--- src/rtl/traffic_light_ctrl_if.sv ---
// traffic_light_ctrl_if
//   Sensor/lamp bundle between the intersection controller and its
//   surroundings. The master side (sensors, lamp observers) drives the car
//   sensors and reads the lamps; the slave side is the controller.
//   NSCar, EWCar     : car sensors, level or pulse
//   NSLite, EWLite   : lamps {red, yellow, green}, one-hot
//   phase            : current controller state code
interface traffic_light_ctrl_if;
  logic       NSCar;
  logic       EWCar;
  logic [2:0] NSLite;
  logic [2:0] EWLite;
  logic [2:0] phase;

  modport master (
    output NSCar, EWCar,
    input  NSLite, EWLite, phase
  );

  modport slave (
    input  NSCar, EWCar,
    output NSLite, EWLite, phase
  );
endinterface

--- src/rtl/traffic_light_ctrl.sv ---
// traffic_light_ctrl
//   Two-direction intersection controller: green / yellow / all-red
//   sequencing with a programmable minimum green, yellow and all-red
//   clearance, and latched car requests so a one-cycle sensor pulse is
//   never lost.
//   clock    : rising-edge clock
//   reset_n  : asynchronous active-low reset
//   bus      : sensors in (NSCar, EWCar), lamps and phase out (Moore)
module traffic_light_ctrl #(
  parameter int GREEN_MIN   = 8,
  parameter int YELLOW_TIME = 3,
  parameter int ALLRED_TIME = 1,
  parameter int CNT_W       = 8
) (
  input  logic                 clock,
  input  logic                 reset_n,
  traffic_light_ctrl_if.slave  bus
);

  typedef enum logic [2:0] {
    NS_GREEN  = 3'd0,
    NS_YELLOW = 3'd1,
    RED_TO_EW = 3'd2,
    EW_GREEN  = 3'd3,
    EW_YELLOW = 3'd4,
    RED_TO_NS = 3'd5
  } state_t;

  localparam logic [CNT_W-1:0] GREEN_LAST  = CNT_W'(GREEN_MIN - 1);
  localparam logic [CNT_W-1:0] YELLOW_LAST = CNT_W'(YELLOW_TIME - 1);
  localparam logic [CNT_W-1:0] ALLRED_LAST = CNT_W'(ALLRED_TIME - 1);

  localparam logic [2:0] LAMP_RED    = 3'b100;
  localparam logic [2:0] LAMP_YELLOW = 3'b010;
  localparam logic [2:0] LAMP_GREEN  = 3'b001;

  state_t           r_state;
  state_t           w_next;
  logic [CNT_W-1:0] r_timer;
  logic [CNT_W-1:0] w_timer_next;
  logic             r_ew_req;
  logic             r_ns_req;
  logic             w_ew_req_next;
  logic             w_ns_req_next;
  logic             w_enter_ew;
  logic             w_enter_ns;

  always_ff @(posedge clock or negedge reset_n) begin
    if (!reset_n) begin
      r_state  <= NS_GREEN;
      r_timer  <= '0;
      r_ew_req <= 1'b0;
      r_ns_req <= 1'b0;
    end else begin
      r_state  <= w_next;
      r_timer  <= w_timer_next;
      r_ew_req <= w_ew_req_next;
      r_ns_req <= w_ns_req_next;
    end
  end

  // Next state. The live sensor is OR-ed with the latch so a request seen
  // on the very edge where green may end takes effect on that edge.
  always_comb begin
    w_next = r_state;
    unique case (r_state)
      NS_GREEN:  if (r_timer >= GREEN_LAST && (r_ew_req || bus.EWCar)) w_next = NS_YELLOW;
      NS_YELLOW: if (r_timer == YELLOW_LAST) w_next = RED_TO_EW;
      RED_TO_EW: if (r_timer == ALLRED_LAST) w_next = EW_GREEN;
      EW_GREEN:  if (r_timer >= GREEN_LAST && (r_ns_req || bus.NSCar)) w_next = EW_YELLOW;
      EW_YELLOW: if (r_timer == YELLOW_LAST) w_next = RED_TO_NS;
      RED_TO_NS: if (r_timer == ALLRED_LAST) w_next = NS_GREEN;
      default:   w_next = NS_GREEN;
    endcase
  end

  // Phase timer: restarts on any state change, otherwise saturates.
  always_comb begin
    w_timer_next = r_timer;
    if (w_next != r_state) begin
      w_timer_next = '0;
    end else if (r_timer != '1) begin
      w_timer_next = r_timer + 1'b1;
    end
  end

  // Request latches: clearing on entry to the served green beats a set
  // on the same edge; a sensor seen during its own green is ignored.
  always_comb begin
    w_enter_ew    = (w_next == EW_GREEN) && (r_state != EW_GREEN);
    w_enter_ns    = (w_next == NS_GREEN) && (r_state != NS_GREEN);
    w_ew_req_next = r_ew_req;
    w_ns_req_next = r_ns_req;
    if (w_enter_ew) begin
      w_ew_req_next = 1'b0;
    end else if (bus.EWCar && r_state != EW_GREEN) begin
      w_ew_req_next = 1'b1;
    end
    if (w_enter_ns) begin
      w_ns_req_next = 1'b0;
    end else if (bus.NSCar && r_state != NS_GREEN) begin
      w_ns_req_next = 1'b1;
    end
  end

  // Moore lamp decode; unreachable codes show all-red until recovery.
  always_comb begin
    bus.NSLite = LAMP_RED;
    bus.EWLite = LAMP_RED;
    bus.phase  = r_state;
    unique case (r_state)
      NS_GREEN:  bus.NSLite = LAMP_GREEN;
      NS_YELLOW: bus.NSLite = LAMP_YELLOW;
      EW_GREEN:  bus.EWLite = LAMP_GREEN;
      EW_YELLOW: bus.EWLite = LAMP_YELLOW;
      default:   ;
    endcase
  end

endmodule
--- src/flat_wrapper.sv ---
// flat-port wrapper written by rule: the top's interface ports become plain ports
module traffic_light_ctrl_flat 
#(
  parameter int GREEN_MIN   = 8,
  parameter int YELLOW_TIME = 3,
  parameter int ALLRED_TIME = 1,
  parameter int CNT_W       = 8
)
  (clock, reset_n, bus_NSCar, bus_EWCar, bus_NSLite, bus_EWLite, bus_phase);
  traffic_light_ctrl_if bus_i ();
  input  logic clock;
  input  logic reset_n;
  input wire logic [$bits(bus_i.NSCar)-1:0] bus_NSCar;
  input wire logic [$bits(bus_i.EWCar)-1:0] bus_EWCar;
  output wire logic [$bits(bus_i.NSLite)-1:0] bus_NSLite;
  output wire logic [$bits(bus_i.EWLite)-1:0] bus_EWLite;
  output wire logic [$bits(bus_i.phase)-1:0] bus_phase;
  assign bus_i.NSCar = bus_NSCar;
  assign bus_i.EWCar = bus_EWCar;
  assign bus_NSLite = bus_i.NSLite;
  assign bus_EWLite = bus_i.EWLite;
  assign bus_phase = bus_i.phase;
  traffic_light_ctrl #(.GREEN_MIN(GREEN_MIN), .YELLOW_TIME(YELLOW_TIME), .ALLRED_TIME(ALLRED_TIME), .CNT_W(CNT_W)) u_core (.clock(clock), .reset_n(reset_n), .bus(bus_i));
endmodule
--- config.mk ---
export PLATFORM = sky130hd
export DESIGN_NAME = traffic_light_ctrl_flat
export DESIGN_NICKNAME = d
export VERILOG_FILES = /design/src/rtl/traffic_light_ctrl_if.sv /design/src/rtl/traffic_light_ctrl.sv /design/src/flat_wrapper.sv
export SDC_FILE = /design/constraint.sdc
export NUM_CORES = 1
export LEC_CHECK = 0
export BUFFER_PORTS_ARGS = -buffer_cell sky130_fd_sc_hd__buf_2
export CELL_PAD_IN_SITES_DETAIL_PLACEMENT = 1
export CELL_PAD_IN_SITES_GLOBAL_PLACEMENT = 1
export CORE_ASPECT_RATIO = 1.4
export CORE_MARGIN = 2
export CORE_UTILIZATION = 42
export DETAILED_ROUTE_END_ITERATION = 6
export GPL_TIMING_DRIVEN = 0
export PLACE_DENSITY_LB_ADDON = 0.1
export SLEW_MARGIN = 0
export SYNTH_ARGS = -nofsm -noshare
export SYNTH_HDL_FRONTEND = slang
export SYNTH_SLANG_ARGS = --single-unit
--- constraint.sdc ---
create_clock -name clock -period 2.5 [get_ports clock]
set_input_delay 0.375 -clock clock [delete_from_list [all_inputs] [get_ports clock]]
set_output_delay 0.375 -clock clock [all_outputs]
set_load 0.01 [all_outputs]
==> Implementation_results.wiki, run 1 <==
{| class="wikitable"
! Metric !! Value
|-
| Sink Count || 13
|-
| Maximum count of clock buffers along a single path || 2
|-
| H-tree depth reported by CTS || 1
|-
| Area share of fa/ha/maj cells after synthesis || just under 4%
|-
| Number of library cell types mapped by synthesis || 44
|-
| CP required || 2.64 ns
|-
| Mapped Nets || 115
|-
| Synth Cell Area || 950 um^2
|-
| Overflow left after global routing || 0
|-
| Diodes inserted || 0
|-
| Top Family by Delay on Critical Path || simple AND/OR/NAND/NOR gates
|-
| Number of buffers added by the clock tree synthesis step || 3
|-
| Via-to-Cell Ratio || about 6.2
|-
| Starting DRC count in detailed routing || 9
|-
| Boundary pin count || 13
|-
| Total die area || approximately 2700 um^2
|-
| Worst slew margin relative to its limit || 59.6%
|-
| Floorplan die height || 60.3 um
|-
| Total of warnings raised by yosys || 0
|-
| Max Slew Vio Count || 0
|-
| Power density cells || roughly 1200 nW/um^2
|-
| Max IR drop VDD || 0.588 mV
|-
| Row cnt || 20
|-
| Setup crit end kind || register
|-
| Share of the synthesized area in compound gates (AO/OA/AOI/OAI) || about a fifth
|-
| Total Nets Final || between 100 and 150
|-
| Slowest cell on the critical path || sky130_fd_sc_hd__a221oi_1
|-
| Routed wire length || 2400 um
|-
| Final-layout fill cell count || 269
|-
| Insertion delay to the later sink of the worst-skew pair || 0.27 ns
|-
| Pin count of the biggest net entering global routing || 14
|-
| Total leakage power || 0.465 nW
|-
| 1st-pass router iterations || 4
|-
| Largest family of logic cells by synthesized area || simple AND/OR/NAND/NOR gates
|-
| Crit share post-route || 88.0%
|-
| Min Tclk post-route || 2.20 ns
|-
| Worst hold slack || 0.385 ns
|-
| Maximum fanout along the worst path || 4
|-
| Number of storage elements in the synthesis netlist || 13
|-
| Maximum clock frequency || 454 MHz
|-
| Max stage delay on crit path || roughly 0.59 ns
|-
| Cell count after synthesis || between 100 and 150
|-
| Post-synthesis xor/xnor area fraction || 2.77%
|-
| Final setup TNS || 0 ns
|-
| Number of setup buffers added after CTS || 0
|-
| Vias in the first global route || 930
|-
| Wire length of the first global-routing pass || 4030 um
|-
| Layout-stage area growth over the synthesis result || 14.2%
|-
| Setup violations, final || 0
|-
| CTS tree || done
|-
| Max-cap check violation count || 0
|-
| Via count || 913
|-
| Mux share of post-synthesis cell area || under 10%
|-
| Run status || complete, no violations
|-
| Post-route DRC violation count || 0
|-
| Horizontal die dimension || approximately 44 um
|-
| Average routed wire per standard cell || 16.3 um
|-
| Clock transition at path regs || 0.08 ns
|-
| Clock Skew || slightly above 0.0009 ns
|-
| Post-detailed-route count of antenna-violating nets || 0
|-
| Worst slew pin tran || 0.607 ns
|-
| Kind of path behind the tightest hold check || primary input to register
|-
| Post-Synth Simple-Gate Area || 30.2%
|-
| Overall fraction of global-route tracks in use || between 20% and 30%
|-
| CTS Root Cell || sky130_fd_sc_hd__clkbuf_4
|-
| Fraction of final layout cells sized beyond drive strength 1 || roughly 18%
|-
| Routability cong. || 0.781
|-
| Crit path cell chain || inv_1 -> ha_1 -> nor4b_1 -> nand2_1 -> a221oi_1 -> nor4_1
|-
| Crit Path Category || register to register
|-
| Hold violation count in the final report || 0
|-
| Critical path launch point type || register
|-
| Buf+Inv Stages, Crit Path || 1
|-
| Detailed placement HPWL || 1820 um
|-
| Sequential share of the synthesized area || 34.3%
|-
| Core box area || 2150 um^2
|-
| RSZ-0062 raised after global routing || no
|-
| Initial Utilization || 44.1%
|-
| Arrival @ worst endpoint || 2.34 ns
|-
| Syn_area_per_cell || 8.79 um^2
|-
| Antenna violations before repair || 0
|-
| Total of buffers placed on input and output ports || 12
|}
flip-flops by register name, indices dropped and copies added, names as in the netlist:
register / flops
u_core.bus.phase: 3
u_core.r_ew_req: 1
u_core.r_ns_req: 1
u_core.r_timer: 8
repair_timing:
item / CTS / global route
hold buffers: 1 / 0
setup endpoints to repair: 0 / 3
endpoints found under the hold margin: 13 / 0
gates resized for setup: 0 / 1
synth_stat cells:
cell	count	area share [%]
sky130_fd_sc_hd__a211o_1	1	0.92
sky130_fd_sc_hd__a211oi_1	1	0.79
sky130_fd_sc_hd__a21o_1	1	0.79
sky130_fd_sc_hd__a21oi_1	3	1.6
sky130_fd_sc_hd__a221oi_1	1	0.92
sky130_fd_sc_hd__a311oi_1	1	0.92
sky130_fd_sc_hd__a31oi_1	1	0.66
sky130_fd_sc_hd__a32oi_1	1	0.92
sky130_fd_sc_hd__and2_1	2	1.3
sky130_fd_sc_hd__and3_1	2	1.3
sky130_fd_sc_hd__buf_6	1	1.2
sky130_fd_sc_hd__clkbuf_1	3	1.2
sky130_fd_sc_hd__dfrtp_1	13	34
sky130_fd_sc_hd__ha_1	3	4.0
sky130_fd_sc_hd__inv_1	7	2.8
sky130_fd_sc_hd__mux2i_1	3	3.2
sky130_fd_sc_hd__nand2_1	11	4.3
sky130_fd_sc_hd__nand2b_1	2	1.3
sky130_fd_sc_hd__nand3_1	2	1.1
sky130_fd_sc_hd__nand3b_1	1	0.79
sky130_fd_sc_hd__nor2_1	6	2.4
sky130_fd_sc_hd__nor2b_1	2	1.3
sky130_fd_sc_hd__nor3_1	5	2.6
sky130_fd_sc_hd__nor3_2	1	1.1
sky130_fd_sc_hd__nor3b_1	1	0.79
sky130_fd_sc_hd__nor4_1	5	3.3
sky130_fd_sc_hd__nor4b_1	1	0.92
sky130_fd_sc_hd__nor4b_2	1	1.6
sky130_fd_sc_hd__nor4bb_1	2	2.1
sky130_fd_sc_hd__o211ai_1	4	3.2
sky130_fd_sc_hd__o21a_1	1	0.79
sky130_fd_sc_hd__o21ai_0	5	2.6
sky130_fd_sc_hd__o21bai_1	1	0.79
sky130_fd_sc_hd__o221ai_2	1	1.6
sky130_fd_sc_hd__o22ai_1	1	0.66
sky130_fd_sc_hd__o311ai_0	1	0.92
sky130_fd_sc_hd__o31ai_1	1	0.79
sky130_fd_sc_hd__o41ai_2	1	1.7
sky130_fd_sc_hd__or2_2	1	0.66
sky130_fd_sc_hd__or3_1	2	1.3
sky130_fd_sc_hd__or3_4	1	1.2
sky130_fd_sc_hd__or4_1	1	0.79
sky130_fd_sc_hd__xnor2_1	1	0.92
sky130_fd_sc_hd__xor2_1	2	1.8
per-stage QoR:
step	utilization (%)	cell area [um^2]	worst slack [ns]	power [mW]	cells
5_1_grt	50.4	1080	0.0463	1.39	147
4_1_cts	49.9	1070	0.211	1.28	147
2_1_floorplan	-	950	0.676	0.905	108
6_report	50.4	1080	0.299	1.28	147
3_3_place_gp	48.2	1040	0.256	1.12	142
3_5_place_dp	48.2	1040	0.222	1.14	142
where the power goes:
| group | internal [mW] | switching [mW] | leakage [nW] |
|---|---|---|---|
| logic | 0.311 | 0.458 | 0.287 |
| registers | 0.282 | 0.0978 | 0.163 |
| clock network | 0.0619 | 0.0704 | 0.0150 |
| total | 0.655 | 0.627 | 0.465 |
tightest hold or removal path: stages:
cell and delay, ns:
sky130_fd_sc_hd__buf_2 0.09, sky130_fd_sc_hd__a21oi_1 0.05, sky130_fd_sc_hd__a21oi_1 0.10
per-layer routing:
layer / wire length [um] / vias to the layer above / global-route usage, %
li1: - / 440 / -
met1: 980 / 432 / 22.4
met2: 1200 / 28 / 36.8
met3: 105 / 13 / 4.53
met4: 115 / 0 / 12.1
met5: 0 / - / 0
cell families (layout without fill, tap and decap cells):
group | count (synthesis) | in the layout
flops | 13 | 13
compound gates | 26 | 26
mux | 3 | 3
simple gates | 49 | 49
buf+inv | 11 | 28
xor+xnor | 3 | 3
fa+ha+maj | 3 | 3
area by class of cell:
type	instances	area, um^2	area share, %
Sequential cell	13	325	30.0
Clock buffer	4	26.3	2.42
Inverter	7	26.3	2.42
Tap cell	22	27.5	2.54
Timing Repair Buffer	13	70.1	6.46
Multi-Input combinational cell	84	587	54.1
Buffer	4	22.5	2.08
placed cells by master (no fill, tap or decap), types with 3 or more instances in the layout:
master	netlist	layout
sky130_fd_sc_hd__o21ai_0	5	5
sky130_fd_sc_hd__a21oi_1	3	3
sky130_fd_sc_hd__nor2_1	6	6
sky130_fd_sc_hd__nor3_1	5	5
sky130_fd_sc_hd__clkbuf_1	3	4
sky130_fd_sc_hd__ha_1	3	3
sky130_fd_sc_hd__nor4_1	5	5
sky130_fd_sc_hd__o211ai_1	4	4
sky130_fd_sc_hd__dfrtp_1	13	13
sky130_fd_sc_hd__mux2i_1	3	3
sky130_fd_sc_hd__buf_2	0	12
sky130_fd_sc_hd__nand2_1	11	11
sky130_fd_sc_hd__clkbuf_4	0	3
sky130_fd_sc_hd__inv_1	7	7
worst paths after layout:
| path | cells after the start | slack (ns) | startpoint | endpoint |
|---|---|---|---|---|
| worst max-delay path | 6 | 0.30 | u_core.r_timer[0] | u_core.r_timer[1] |
| worst min-delay path | 3 | 0.38 | bus_NSCar | u_core.r_ns_req |
| worst max register to register | 6 | 0.30 | u_core.r_timer[0] | u_core.r_timer[1] |
| worst min register to register | 2 | 0.55 | u_core.r_ns_req | u_core.r_ns_req |
| max in group asynchronous | 2 | 1.75 | reset_n | u_core.r_ns_req |
| min in group asynchronous | 2 | 0.52 | reset_n | u_core.r_ew_req |
(Power assumes the default switching activity.)
==> run 2, diff against run 1 <==
--- a/config.mk
+++ b/config.mk
@@ -10,7 +10,7 @@
 export CELL_PAD_IN_SITES_GLOBAL_PLACEMENT = 1
 export CORE_ASPECT_RATIO = 1.4
 export CORE_MARGIN = 2
-export CORE_UTILIZATION = 42
+export CORE_UTILIZATION = 45
 export DETAILED_ROUTE_END_ITERATION = 6
 export GPL_TIMING_DRIVEN = 0
 export PLACE_DENSITY_LB_ADDON = 0.1
==> constraint.sdc (replaced) <==
create_clock -name clock -period 2.6 [get_ports clock]
set_input_delay 0.39 -clock clock [delete_from_list [all_inputs] [get_ports clock]]
set_output_delay 0.39 -clock clock [all_outputs]
set_load 0.01 [all_outputs]
==> Implementation_results.wiki, run 2 (same netlist as run 1, synthesis figures left out) <==
{| class="wikitable"
! Metric !! Value
|-
| Worst hold slack || 0.398 ns (was 0.385 ns)
|-
| Vias in the first global route || 889 (was 930)
|-
| Routability cong. || 0.752 (was 0.781)
|-
| Crit path cell chain || inv_1 -> ha_1 -> nor4b_2 -> nand2_1 -> o41ai_2 -> nor4_1 (was inv_1 -> ha_1 -> nor4b_1 -> nand2_1 -> a221oi_1 -> nor4_1)
|-
| Number of setup buffers added after CTS || 0 (unchanged)
|-
| Clock transition at path regs || 0.09 ns (was 0.08 ns)
|-
| Fraction of final layout cells sized beyond drive strength 1 || 17.6% (unchanged)
|-
| Layout-stage area growth over the synthesis result || 12.9% (was 14.2%)
|-
| Critical path launch point type || register (unchanged)
|-
| CTS Root Cell || sky130_fd_sc_hd__clkbuf_4 (unchanged)
|-
| Maximum clock frequency || 441 MHz (was 454 MHz)
|-
| Pin count of the biggest net entering global routing || 14 (unchanged)
|-
| Setup crit end kind || register (unchanged)
|-
| Most frequent cells in the layout || 13 x sky130_fd_sc_hd__dfrtp_1, 12 x sky130_fd_sc_hd__buf_2, 11 x sky130_fd_sc_hd__nand2_1 (unchanged)
|-
| Post-route DRC violation count || 0 (unchanged)
|-
| Maximum count of clock buffers along a single path || 2 (unchanged)
|-
| Total leakage power || 0.459 nW (was 0.465 nW)
|-
| Total Nets Final || 133 (unchanged)
|-
| Number of flip-flops under the largest register name || 8 (unchanged)
|-
| Slowest cell on the critical path || sky130_fd_sc_hd__o41ai_2 (was sky130_fd_sc_hd__a221oi_1)
|-
| Leading cell type in the layout, fill and taps excluded || sky130_fd_sc_hd__dfrtp_1 (unchanged)
|-
| Launching point of the worst reg2reg path || u_core.r_timer[0] (unchanged)
|-
| Top Family by Delay on Critical Path || compound AO/OA/AOI/OAI gates (was simple AND/OR/NAND/NOR gates)
|-
| Kind of path behind the tightest hold check || primary input to register (unchanged)
|-
| Final setup TNS || 0 ns (unchanged)
|-
| Arrival @ worst endpoint || 2.39 ns (was 2.34 ns)
|-
| Core box area || 1970 um^2 (was 2150 um^2)
|-
| Wire length of the first global-routing pass || 3950 um (was 4030 um)
|-
| Met3 usage || 2.15% (was 4.53%)
|-
| RSZ-0062 raised after global routing || no (unchanged)
|-
| Hold violation count in the final report || 0 (unchanged)
|-
| Antenna violations before repair || 0 (unchanged)
|-
| Post-detailed-route count of antenna-violating nets || 0 (unchanged)
|-
| Setup violations, final || 0 (unchanged)
|-
| CTS tree || done (unchanged)
|-
| Crit Path Category || register to register (unchanged)
|-
| H-tree depth reported by CTS || 1 (unchanged)
|-
| Power density cells || 1130 nW/um^2 (was 1180 nW/um^2)
|-
| Slack of the worst reg-to-reg path || 0.33 ns (was 0.30 ns)
|-
| Register containing the most flip-flops in the final layout || u_core.r_timer (unchanged)
|-
| Hold-critical path depth || 3 (unchanged)
|-
| Hold-critical path endpoint || u_core.r_ns_req (unchanged)
|-
| CP required || 2.72 ns (was 2.64 ns)
|-
| Number of buffers added by the clock tree synthesis step || 3 (unchanged)
|-
| Overall fraction of global-route tracks in use || 21.1% (was 20.9%)
|-
| Max stage delay on crit path || 0.78 ns (was 0.59 ns)
|-
| Most used routing layer in global routing || met2 (unchanged)
|-
| Max Slew Vio Count || 0 (unchanged)
|-
| Maximum fanout along the worst path || 8 (was 4)
|-
| Min Tclk post-route || 2.27 ns (was 2.20 ns)
|-
| 1st-pass router iterations || 4 (unchanged)
|-
| PostCTS Resize Cnt || 0 (unchanged)
|-
| Detailed placement HPWL || 1830 um (was 1820 um)
|-
| Boundary pin count || 13 (unchanged)
|-
| Max-cap check violation count || 0 (unchanged)
|-
| Total of buffers placed on input and output ports || 12 (unchanged)
|-
| Sink Count || 13 (unchanged)
|-
| Row cnt || 19 (was 20)
|-
| Worst slew margin relative to its limit || 42.3% (was 59.6%)
|-
| Max IR drop VDD || 0.505 mV (was 0.588 mV)
|-
| Initial Utilization || 48.1% (was 44.1%)
|-
| Starting DRC count in detailed routing || 11 (was 9)
|-
| Start point of the worst min-delay path || bus_NSCar (unchanged)
|-
| Crit share post-route || 87.2% (was 88.0%)
|-
| Via count || 879 (was 913)
|-
| Buf+Inv Stages, Crit Path || 1 (unchanged)
|-
| RR Endpoint || u_core.r_timer[1] (unchanged)
|-
| Worst slew pin tran || 0.856 ns (was 0.607 ns)
|-
| Run status || complete, no violations (unchanged)
|-
| Met1 Track Usage GR || 21.9% (was 22.4%)
|-
| Routed wire length || 2370 um (was 2400 um)
|-
| Met2 Usage GRT || 40.9% (was 36.8%)
|-
| Overflow left after global routing || 0 (unchanged)
|-
| Average routed wire per standard cell || 16.2 um (was 16.3 um)
|-
| Horizontal die dimension || 42.8 um (was 44.2 um)
|-
| Total die area || 2500 um^2 (was 2660 um^2)
|-
| Floorplan die height || 58.4 um (was 60.3 um)
|-
| Number of cell instances on the worst register-to-register path || 6 (unchanged)
|-
| Diodes inserted || 0 (unchanged)
|-
| Cts hold-fix bufs || 1 (unchanged)
|-
| Via-to-Cell Ratio || 6.02 (was 6.21)
|-
| Insertion delay to the later sink of the worst-skew pair || 0.28 ns (was 0.27 ns)
|-
| Clock Skew || 0.00599 ns (was 0.000905 ns)
|}
## run 2: cell counts in the layout (fill, tap and decap cells not counted)
Identical to the previous run, type by type.
## run 2: area by class of cell
class	count	area (um^2)
plain buffers	4	22.5
fillers	243	901
multi-input cells	84	576
flip-flops and latches	13	325
clock buffers	4	26.3
repair buffers	13	70.1
well taps	21	26.3
inverters	7	26.3
## run 2: metal layers
layer  up-vias  routed length, um
met1       423               1000
met2        14               1280
met3         2                 73
met4         0                 16
met5         -                  0
li1        440                  -
## run 2: power breakdown
part           switching, mW  internal (mW)  leakage, nW  total [mW]
clock network         0.0680         0.0594       0.0150       0.127
logic                  0.430          0.295        0.281       0.725
registers             0.0892          0.271        0.163       0.360
total                  0.588          0.625        0.459        1.21
## run 2: how the worst max path moves through the flow
stage / cells past startpoint / from / endpoint / slack (ns)
after floorplan: 6 / u_core.r_timer[0] / u_core.r_timer[0] / 0.78
after global placement: 6 / u_core.r_timer[0] / u_core.r_timer[1] / 0.36
after detailed placement: 6 / u_core.r_timer[0] / u_core.r_timer[1] / 0.32
after CTS: 6 / u_core.r_timer[0] / u_core.r_timer[1] / 0.31
after global routing: 6 / u_core.r_timer[0] / u_core.r_timer[1] / 0.09
final: 6 / u_core.r_timer[0] / u_core.r_timer[1] / 0.33
## run 2: worst reg2reg max path, delay by kind of cell, from the launching register on
family,cells,cell delay (ns)
buf+inv,1,0.12
fa+ha+maj,1,0.18
flops,1,0.40
simple gates,3,0.64
compound gates,1,0.78
## run 2: stage by stage
stage	cells	total power [mW]	instance area [um^2]	setup WS [ns]	utilization, %
after floorplan	108	0.870	950	0.776	-
after CTS	146	1.23	1070	0.306	54.3
final	146	1.21	1070	0.333	54.3
after global routing	146	1.33	1070	0.0852	54.3
after global placement	141	1.08	1040	0.363	52.5
after detailed placement	141	1.10	1040	0.316	52.5
